## src/rtl/pio_prog_loader.sv

```systemverilog
// Purpose : writer side of the PIO instruction store; streams host words into a 32-entry memory at an origin, optional JMP relocation, publishes wrap bounds, serves the PC fetch port.
// Latency : one write per accepted handshake; done pulses the cycle after the last handshake; rd_data is combinational (zero latency).
// Backpr. : in_ready is high only in LOAD; the host may stall in_valid arbitrarily; start is honoured only in IDLE.
//
// Ports: clk/reset_n (async active-low); start/abort/origin/length/relocate load control;
//        in_valid/in_data/in_ready host stream; busy/done/err status; wrap_bottom/wrap_top
//        bounds of the last completed program; rd_addr/rd_data fetch port.
module pio_prog_loader #(
    parameter int ADDR_W  = 5,
    parameter int INSTR_W = 16
) (
    input  logic               clk,
    input  logic               reset_n,
    input  logic               start,
    input  logic               abort,
    input  logic [ADDR_W-1:0]  origin,
    input  logic [ADDR_W:0]    length,
    input  logic               relocate,
    input  logic               in_valid,
    input  logic [INSTR_W-1:0] in_data,
    output logic               in_ready,
    output logic               busy,
    output logic               done,
    output logic               err,
    output logic [ADDR_W-1:0]  wrap_bottom,
    output logic [ADDR_W-1:0]  wrap_top,
    input  logic [ADDR_W-1:0]  rd_addr,
    output logic [INSTR_W-1:0] rd_data
);

    localparam int DEPTH = 1 << ADDR_W;
    // Memory depth expressed in the width of the length port (32 in 6 bits).
    localparam logic [ADDR_W:0] DEPTH_L = {1'b1, {ADDR_W{1'b0}}};

    typedef enum logic [1:0] {
        IDLE = 2'd0,
        LOAD = 2'd1,
        DONE = 2'd2
    } state_t;

    state_t              state, state_nxt;
    logic                load_go;
    logic                err_nxt;
    logic                hs;
    logic                len_ok;
    logic [ADDR_W-1:0]   org;
    logic [ADDR_W-1:0]   top;
    logic                rel;
    logic [ADDR_W-1:0]   wptr;
    logic [ADDR_W:0]     remaining;
    logic [INSTR_W-1:0]  word;
    logic [ADDR_W-1:0]   jmp_tgt;
    logic [INSTR_W-1:0]  mem [DEPTH];

    assign in_ready = (state == LOAD);
    assign busy     = (state != IDLE);
    assign done     = (state == DONE);
    assign hs       = in_valid & in_ready;
    assign len_ok   = (length != '0) && (length <= DEPTH_L);

    // JMP has opcode 3'b000 in the top bits; its target sits in the low ADDR_W bits.
    assign jmp_tgt = in_data[ADDR_W-1:0] + org;
    always_comb begin
        word = in_data;
        if (rel && (in_data[INSTR_W-1 -: 3] == 3'b000)) begin
            word = {in_data[INSTR_W-1:ADDR_W], jmp_tgt};
        end
    end

    always_comb begin
        state_nxt = state;
        load_go   = 1'b0;
        err_nxt   = 1'b0;
        unique case (state)
            IDLE: begin
                if (start) begin
                    if (len_ok) begin
                        load_go   = 1'b1;
                        state_nxt = LOAD;
                    end else begin
                        err_nxt = 1'b1;
                    end
                end
            end
            LOAD: begin
                // Abort outranks completion: a final word taken with abort still
                // gets written, but the load never reports done.
                if (abort) begin
                    state_nxt = IDLE;
                end else if (hs && (remaining == {{ADDR_W{1'b0}}, 1'b1})) begin
                    state_nxt = DONE;
                end
            end
            DONE:    state_nxt = IDLE;
            default: state_nxt = IDLE;
        endcase
    end

    always_ff @(posedge clk or negedge reset_n) begin
        if (!reset_n) begin
            state       <= IDLE;
            err         <= 1'b0;
            org         <= '0;
            top         <= '0;
            rel         <= 1'b0;
            wptr        <= '0;
            remaining   <= '0;
            wrap_bottom <= '0;
            wrap_top    <= {ADDR_W{1'b1}};
        end else begin
            state <= state_nxt;
            err   <= err_nxt;
            if (load_go) begin
                org       <= origin;
                // length==32 truncates to 0 here, giving origin-1 mod 32 as intended.
                top       <= origin + length[ADDR_W-1:0] - 1'b1;
                rel       <= relocate;
                wptr      <= origin;
                remaining <= length;
            end
            if (hs) begin
                wptr      <= wptr + 1'b1;
                remaining <= remaining - 1'b1;
            end
            if (state == DONE) begin
                wrap_bottom <= org;
                wrap_top    <= top;
            end
        end
    end

    // Memory is deliberately not reset; contents survive reset and aborted loads.
    always_ff @(posedge clk) begin
        if (hs) begin
            mem[wptr] <= word;
        end
    end

    // Write lands on the edge, so a same-cycle read of the written address sees old data.
    assign rd_data = mem[rd_addr];

endmodule

```

## config.mk

```make
export PLATFORM = sky130hd
export DESIGN_NAME = pio_prog_loader
export DESIGN_NICKNAME = d
export VERILOG_FILES = /design/src/rtl/pio_prog_loader.sv
export SDC_FILE = /design/constraint.sdc
export NUM_CORES = 1
export LEC_CHECK = 0
export ABC_AREA = 1
export CAP_MARGIN = 0
export CORE_MARGIN = 3
export CORE_UTILIZATION = 63
export CTS_CLUSTER_DIAMETER = 100
export CTS_CLUSTER_SIZE = 30
export DETAILED_ROUTE_END_ITERATION = 12
export DONT_BUFFER_PORTS = 1
export PLACE_DENSITY = 0.78
export SYNTH_ARGS = -nofsm -noshare
export SYNTH_HDL_FRONTEND = slang
export SYNTH_SLANG_ARGS = --single-unit
```

## constraint.sdc

```tcl
create_clock -name clk -period 3.86 [get_ports clk]
set_clock_uncertainty 0.15 [all_clocks]
set_input_delay 0.772 -clock clk [delete_from_list [all_inputs] [get_ports clk]]
set_output_delay 0.772 -clock clk [all_outputs]
set_load 0.05 [all_outputs]
```

# ---- Word-level counts from Yosys, hierarchy flattened
# Memories as Yosys holds them, arrays and structs flattened.
# Index checks and enable logic that the tools add are counted.
dict set report classes {
  add_sub_neg 5
  mul 0
  n_div 0
  n_lt_le_gt_ge 1
  eq_ne 6
  shift 0
  muxes 18
  bitwise 1
  reduce_logical 9
}
# op n
set ops {}
lappend ops {{$mux 5} 3}
lappend ops {{$mux 6} 2}
lappend ops {{$add 5x5->5} 2}
lappend ops {{$mux 1} 8}
lappend ops {{$mux 2} 4}
lappend ops {{$eq 6x1->1 const B} 1}
lappend ops {{$le 6x6->1 const B} 1}
lappend ops {{$reduce_bool 6->1} 1}
lappend ops {{$sub 6x1->6 const B} 1}
lappend ops {{$add 5x1->5 const B} 1}
lappend ops {{$sub 5x1->5 const B} 1}
lappend ops {{$ne 2x2->1 const B} 2}
lappend ops {{$pmux 2 s2} 1}
lappend ops {{$reduce_bool 2->1} 2}
lappend ops {{$logic_and 1x1->1} 3}
lappend ops {{$logic_not 3->1} 1}
lappend ops {{$ne 3x2->1 const B} 1}
lappend ops {{$reduce_and 3->1} 1}
lappend ops {{$eq 2x1->1 const B} 1}
lappend ops {{$eq 2x2->1 const B} 1}
lappend ops {{$logic_not 2->1} 1}
lappend ops {{$and 1x1->1} 1}
dict set report word_totals {
  reg_bits 35
  latch_bits 0
  mem_bits_rw 512
  rom_bits 0
  inputBits 38
  output_inout_bits 30
  word_cells 50
  n_memories 1
}
# memory depth word_bits read_ports rd_ports_with_merged_regs wr line_no
set memory_table {}
lappend memory_table {mem 32 16 1 0 1 53} ;# logic [INSTR_W-1:0] mem [DEPTH];

# ---- Logic depth before layout (Yosys ltp)
dict set report logic_depth {
  ltp_word 7
  mapped_depth 12
  mapped_depth_nobuf 11
}

# ---- Worst setup path after synthesis
# No wires, ideal clock.
dict set report synth_timing {
  kind {input to register}
  from {in in_data[0]}
  to {mem mem[0][2] (data pin)}
  setup_ns 0.454
  t_arrival_ns 2.823
  required_time_ns 3.256
  slack_ns 0.433
  stages 5
  path_cell_list {ha_1 -> inv_1 -> fa_1 -> xor2_1 -> o21ai_0}
}
dict set report synth_via {
  elab_chain_cells 2
}
# element line_no
set synth_lines {}
lappend synth_lines {{from (decl)} 20} ;# input logic [INSTR_W-1:0] in_data,
lappend synth_lines {{$add 5x5->5} 62} ;# assign jmp_tgt = in_data[ADDR_W-1:0] + org;
lappend synth_lines {{$mux 5} 65} ;# if (rel && (in_data[INSTR_W-1 -: 3] == 3'b000)) begin
lappend synth_lines {{named net word[2]} 51} ;# logic [INSTR_W-1:0] word;
lappend synth_lines {{to (decl)} 53}
# The timed path passes the listed nets, and every way through them passes these cells.

# ---- Worst setup path after layout
dict set report layout_timing {
  from {in rd_addr[0]}
  to {out rd_data[2]}
}
dict set report layout_via {
  elab_chain_cells 1
}
# element line_no
set layout_lines {}
lappend layout_lines {{from (decl)} 27} ;# input logic [ADDR_W-1:0] rd_addr,
lappend layout_lines {{$mem_v2 32x16} -}
lappend layout_lines {{to (decl)} 28} ;# output logic [INSTR_W-1:0] rd_data
# No other way between the ends.

==> flow_metrics.py <==
metrics = {
    "routing": {
        "drt-pass1-iter-count": 6,
        "via_count": 15070,
        "ant_nets": 0,
        "drcViolationCount": 0,
        "drt-vias-per-instance": 6.019,
        "routed_wl_um": 53140,
        "drtIter0Drc": 1803,
        "routedWlPerCell_um": 21.23,
    },
    "placement": {
        "gp_congestion": 0.9505,
        "numPlacedInstances": 2469,
        "dp_hpwl_um": 30690,
        "postPlaceCellArea_mm2": 0.02371,
        "port_buffers": 0,
    },
    "run_status": {
        "run_status": "complete, no violations",
    },
    "hold_path": {
        "min_path_type": "in2reg",
    },
    "sta": {
        "setup_viol": 0,
        "hold_viol": 0,
        "finalCritPeriodShare": 0.9453,
        "rsz0062_at_grt": "false",
        "finalCriticalPeriod_ns": 3.649,
        "worst_pin_slew_ns": 0.9962,
        "slew_violations": 0,
        "maxSlewHeadroom": 0.3358,
        "finalSetupTns_ns": 0,
        "fmax_ghz": 0.2741,
    },
    "layout": {
        "final_cell_area_mm2": 0.02437,
        "fin_cells": 2503,
        "finalNetCount": 2091,
        "area_growth_pct": 5.784,
        "drive_gt1_frac": 0.05537,
        "fillers": 2469,
        "fin_util": 0.6803,
    },
    "logic_synthesis": {
        "synth-seq-cells": 547,
        "yosysUniqueCellTypes": 34,
        "syn_inst": 2051,
        "postSynthAreaPerCell_um2": 11.23,
        "ys_seq_area_frac": 0.7056,
        "synth_area_mm2": 0.02304,
        "synth_warnings": 0,
        "synth_nets": 2108,
    },
    "global_routing": {
        "grt_antenna_before_repair": 2,
        "grt_max_degree": 258,
        "first_global_vias": 14860,
        "grtUsageTotal": 0.2754,
        "grt_pass1_wl_um": 82360,
        "grt.overflow.total": 0,
    },
    "setup_path": {
        "setup.worst_path.start_class": "input port",
        "cp_max_fo": 257,
        "cp.required_ns": 2.94,
        "critPathKind": "in2out",
        "cp-end-kind": "output port",
        "cp.arrival_ns": 2.73,
    },
    "floorplanning": {
        "num_io_pins": 68,
        "start_util": 0.6431,
        "num_rows": 69,
        "dieHeight_um": 197.2,
        "core_mm2": 0.03583,
        "die_area_mm2": 0.03890,
        "die_x_um": 197.2,
    },
    "power": {
        "finalPower_w": 0.01066,
        "seq_power_share": 0.634,
        "p_per_area_mw_per_mm2": 437.3,
        "p_leak_nw": 9.210,
        "power_frac_comb": 0.104,
        "p_int_w": 0.008132,
        "peakVddDrop_mv": 0.5100,
        "clkPwrFrac": 0.262,
        "switching_share": 0.2371,
        "p_sw_w": 0.002527,
    },
    "clocking": {
        "clock_path_buffers": 3,
        "cts_tree": "yes",
        "path_clk_slew_ns": 0.11,
        "h-tree-depth": 1,
        "cts.sinks": 547,
        "cts_root_buf": "clkbuf_16",
        "clock_latency_ns": 0.57,
        "cts_buffers": 22,
    },
    "flow_run": {
        "cap_violations": 0,
    },
}
==> sequential cells by signal, summed over array words and instances (netlist names), 2 cells and up <==
signal / count
org: 5
state: 2
wrap_top: 5
wrap_bottom: 5
wptr: 5
remaining: 6
top: 5
mem: 512
==> critical path, stage by stage <==
cell and delay, ns:
inv_6 0.41, buf_12 0.29, nand2_1 0.09, nand3_1 0.08, nand3_1 0.12, nand2_1 0.09, nand2_1 0.05, nand2_1 0.17
nand2_1 0.13, nand2_1 0.13, buf_12 0.14
==> cell families after synthesis <==
family          Yosys count  synth area share
fa+ha+maj                19           0.01097
compound gates           38          0.008798
buf+inv                 169           0.04111
xor+xnor                  7          0.002661
simple gates           1271            0.2309
flops                   547            0.7056
==> cell usage in the layout, fill, tap and decap left out, types with 2 or more instances in the layout <==
cell type and n:
a21oi_1 6, buf_12 24, buf_4 46, clkbuf_1 7
clkbuf_16 23, dfrtp_1 30, dfstp_2 5, edfxtp_1 512
fa_1 2, ha_1 17, inv_1 54, nand2_1 798
nand3_1 401, nand3_2 2, nand4_1 3, nor2_1 56
nor2_2 2, nor3_1 2, o21ai_0 22, o21ai_1 2
o21ai_2 3, o21bai_1 4, or2_2 3, xnor2_1 2
xor2_1 5
==> stage by stage <==
step	hold WS [ns]	worst slack [ns]
2_1_floorplan	0.2809	0.4335
3_3_place_gp	0.2923	0.5878
3_5_place_dp	0.2987	0.5563
4_1_cts	0.08697	0.5465
5_1_grt	0.08557	0.3058
6_report	0.1029	0.2111
==> synth_stat cells <==
| cell type | n | area, um2 |
|---|---|---|
| nand2_2 | 1 | 6.260 |
| o21ai_1 | 2 | 10.01 |
| dfrtp_1 | 30 | 750.7 |
| nor2_1 | 56 | 210.2 |
| xnor2_1 | 2 | 17.52 |
| a21oi_1 | 6 | 30.03 |
| buf_2 | 56 | 280.3 |
| buf_1 | 10 | 37.54 |
| edfxtp_1 | 512 | 15370 |
| o21ai_0 | 25 | 125.1 |
| ha_1 | 17 | 212.7 |
| nand3_1 | 401 | 2007 |
| nor2_2 | 2 | 12.51 |
| inv_1 | 55 | 206.5 |
| nand2_1 | 798 | 2995 |
| nand4_1 | 3 | 18.77 |
| xor2_1 | 5 | 43.79 |
| inv_2 | 1 | 3.750 |
| nor4_1 | 1 | 6.260 |
| dfstp_2 | 5 | 131.4 |
| nand3_2 | 2 | 20.02 |
| nand3b_1 | 1 | 7.510 |
| buf_4 | 10 | 75.07 |
| nor3_1 | 2 | 10.01 |
| inv_6 | 1 | 8.760 |
| fa_1 | 2 | 40.04 |
| and2_1 | 1 | 6.260 |
| o21bai_1 | 4 | 30.03 |
| clkbuf_1 | 11 | 41.29 |
| o211ai_1 | 1 | 7.510 |
| buf_12 | 1 | 20.02 |
| or2_2 | 3 | 18.77 |
| buf_8 | 1 | 15.01 |
| buf_6 | 23 | 259.0 |
==> power by group through the flow <==
stage,clock network (W),logic [W],registers (W)
3_5_place_dp,0,0.00109,0.00689
4_1_cts,0.00283,0.00110,0.00676
2_1_floorplan,0,0.000807,0.00687
5_1_grt,0.00301,0.00123,0.00678
3_3_place_gp,0,0.00104,0.00688
6_report,0.00279,0.00111,0.00676
==> worst paths after layout <==
check	endpoint	from	depth (start not counted)	slack [ns]
min	state[1]	abort	1	0.10
max reg2reg	mem[31][1]	org[0]	5	1.27
max in group asynchronous	wrap_top[3]	reset_n	2	2.82
min reg2reg	state[1]	state[1]	1	0.32
min in group asynchronous	remaining[1]	reset_n	2	0.48
max	rd_data[2]	rd_addr[0]	11	0.21
==> layer usage <==
| layer | up-vias | part of all wire | global-route usage |
|---|---|---|---|
| met1 | 7233 | 0.39 | 0.3882 |
| met4 | 0 | 0.043 | 0.1167 |
| met5 | - | 0 | 0 |
| met3 | 115 | 0.10 | 0.04025 |
| met2 | 765 | 0.47 | 0.4387 |
| li1 | 6952 | - | - |
==> final cells by class <==
type | instances | area [um2] | share of cell area
sequential | 547 | 16260 | 0.6670
antenna | 1 | 2.502 | 0.0001027
clock buffer | 30 | 601.8 | 0.02469
clock inverter | 1 | 30.03 | 0.001232
multi-input combinational | 1335 | 5847 | 0.2399
timing repair buffer | 71 | 835.8 | 0.03429
inverter | 57 | 221.5 | 0.009087
tap | 461 | 576.8 | 0.02367
==> repair_timing <==
item                                   4_1_cts  5_1_grt
hold buffers                                 2        0
setup endpoints to repair                    0        0
gates resized for setup                      0        0
endpoints found under the hold margin       35        0
buffers inserted                             0        0
No activity file was read; power rests on OpenSTA's default activity.
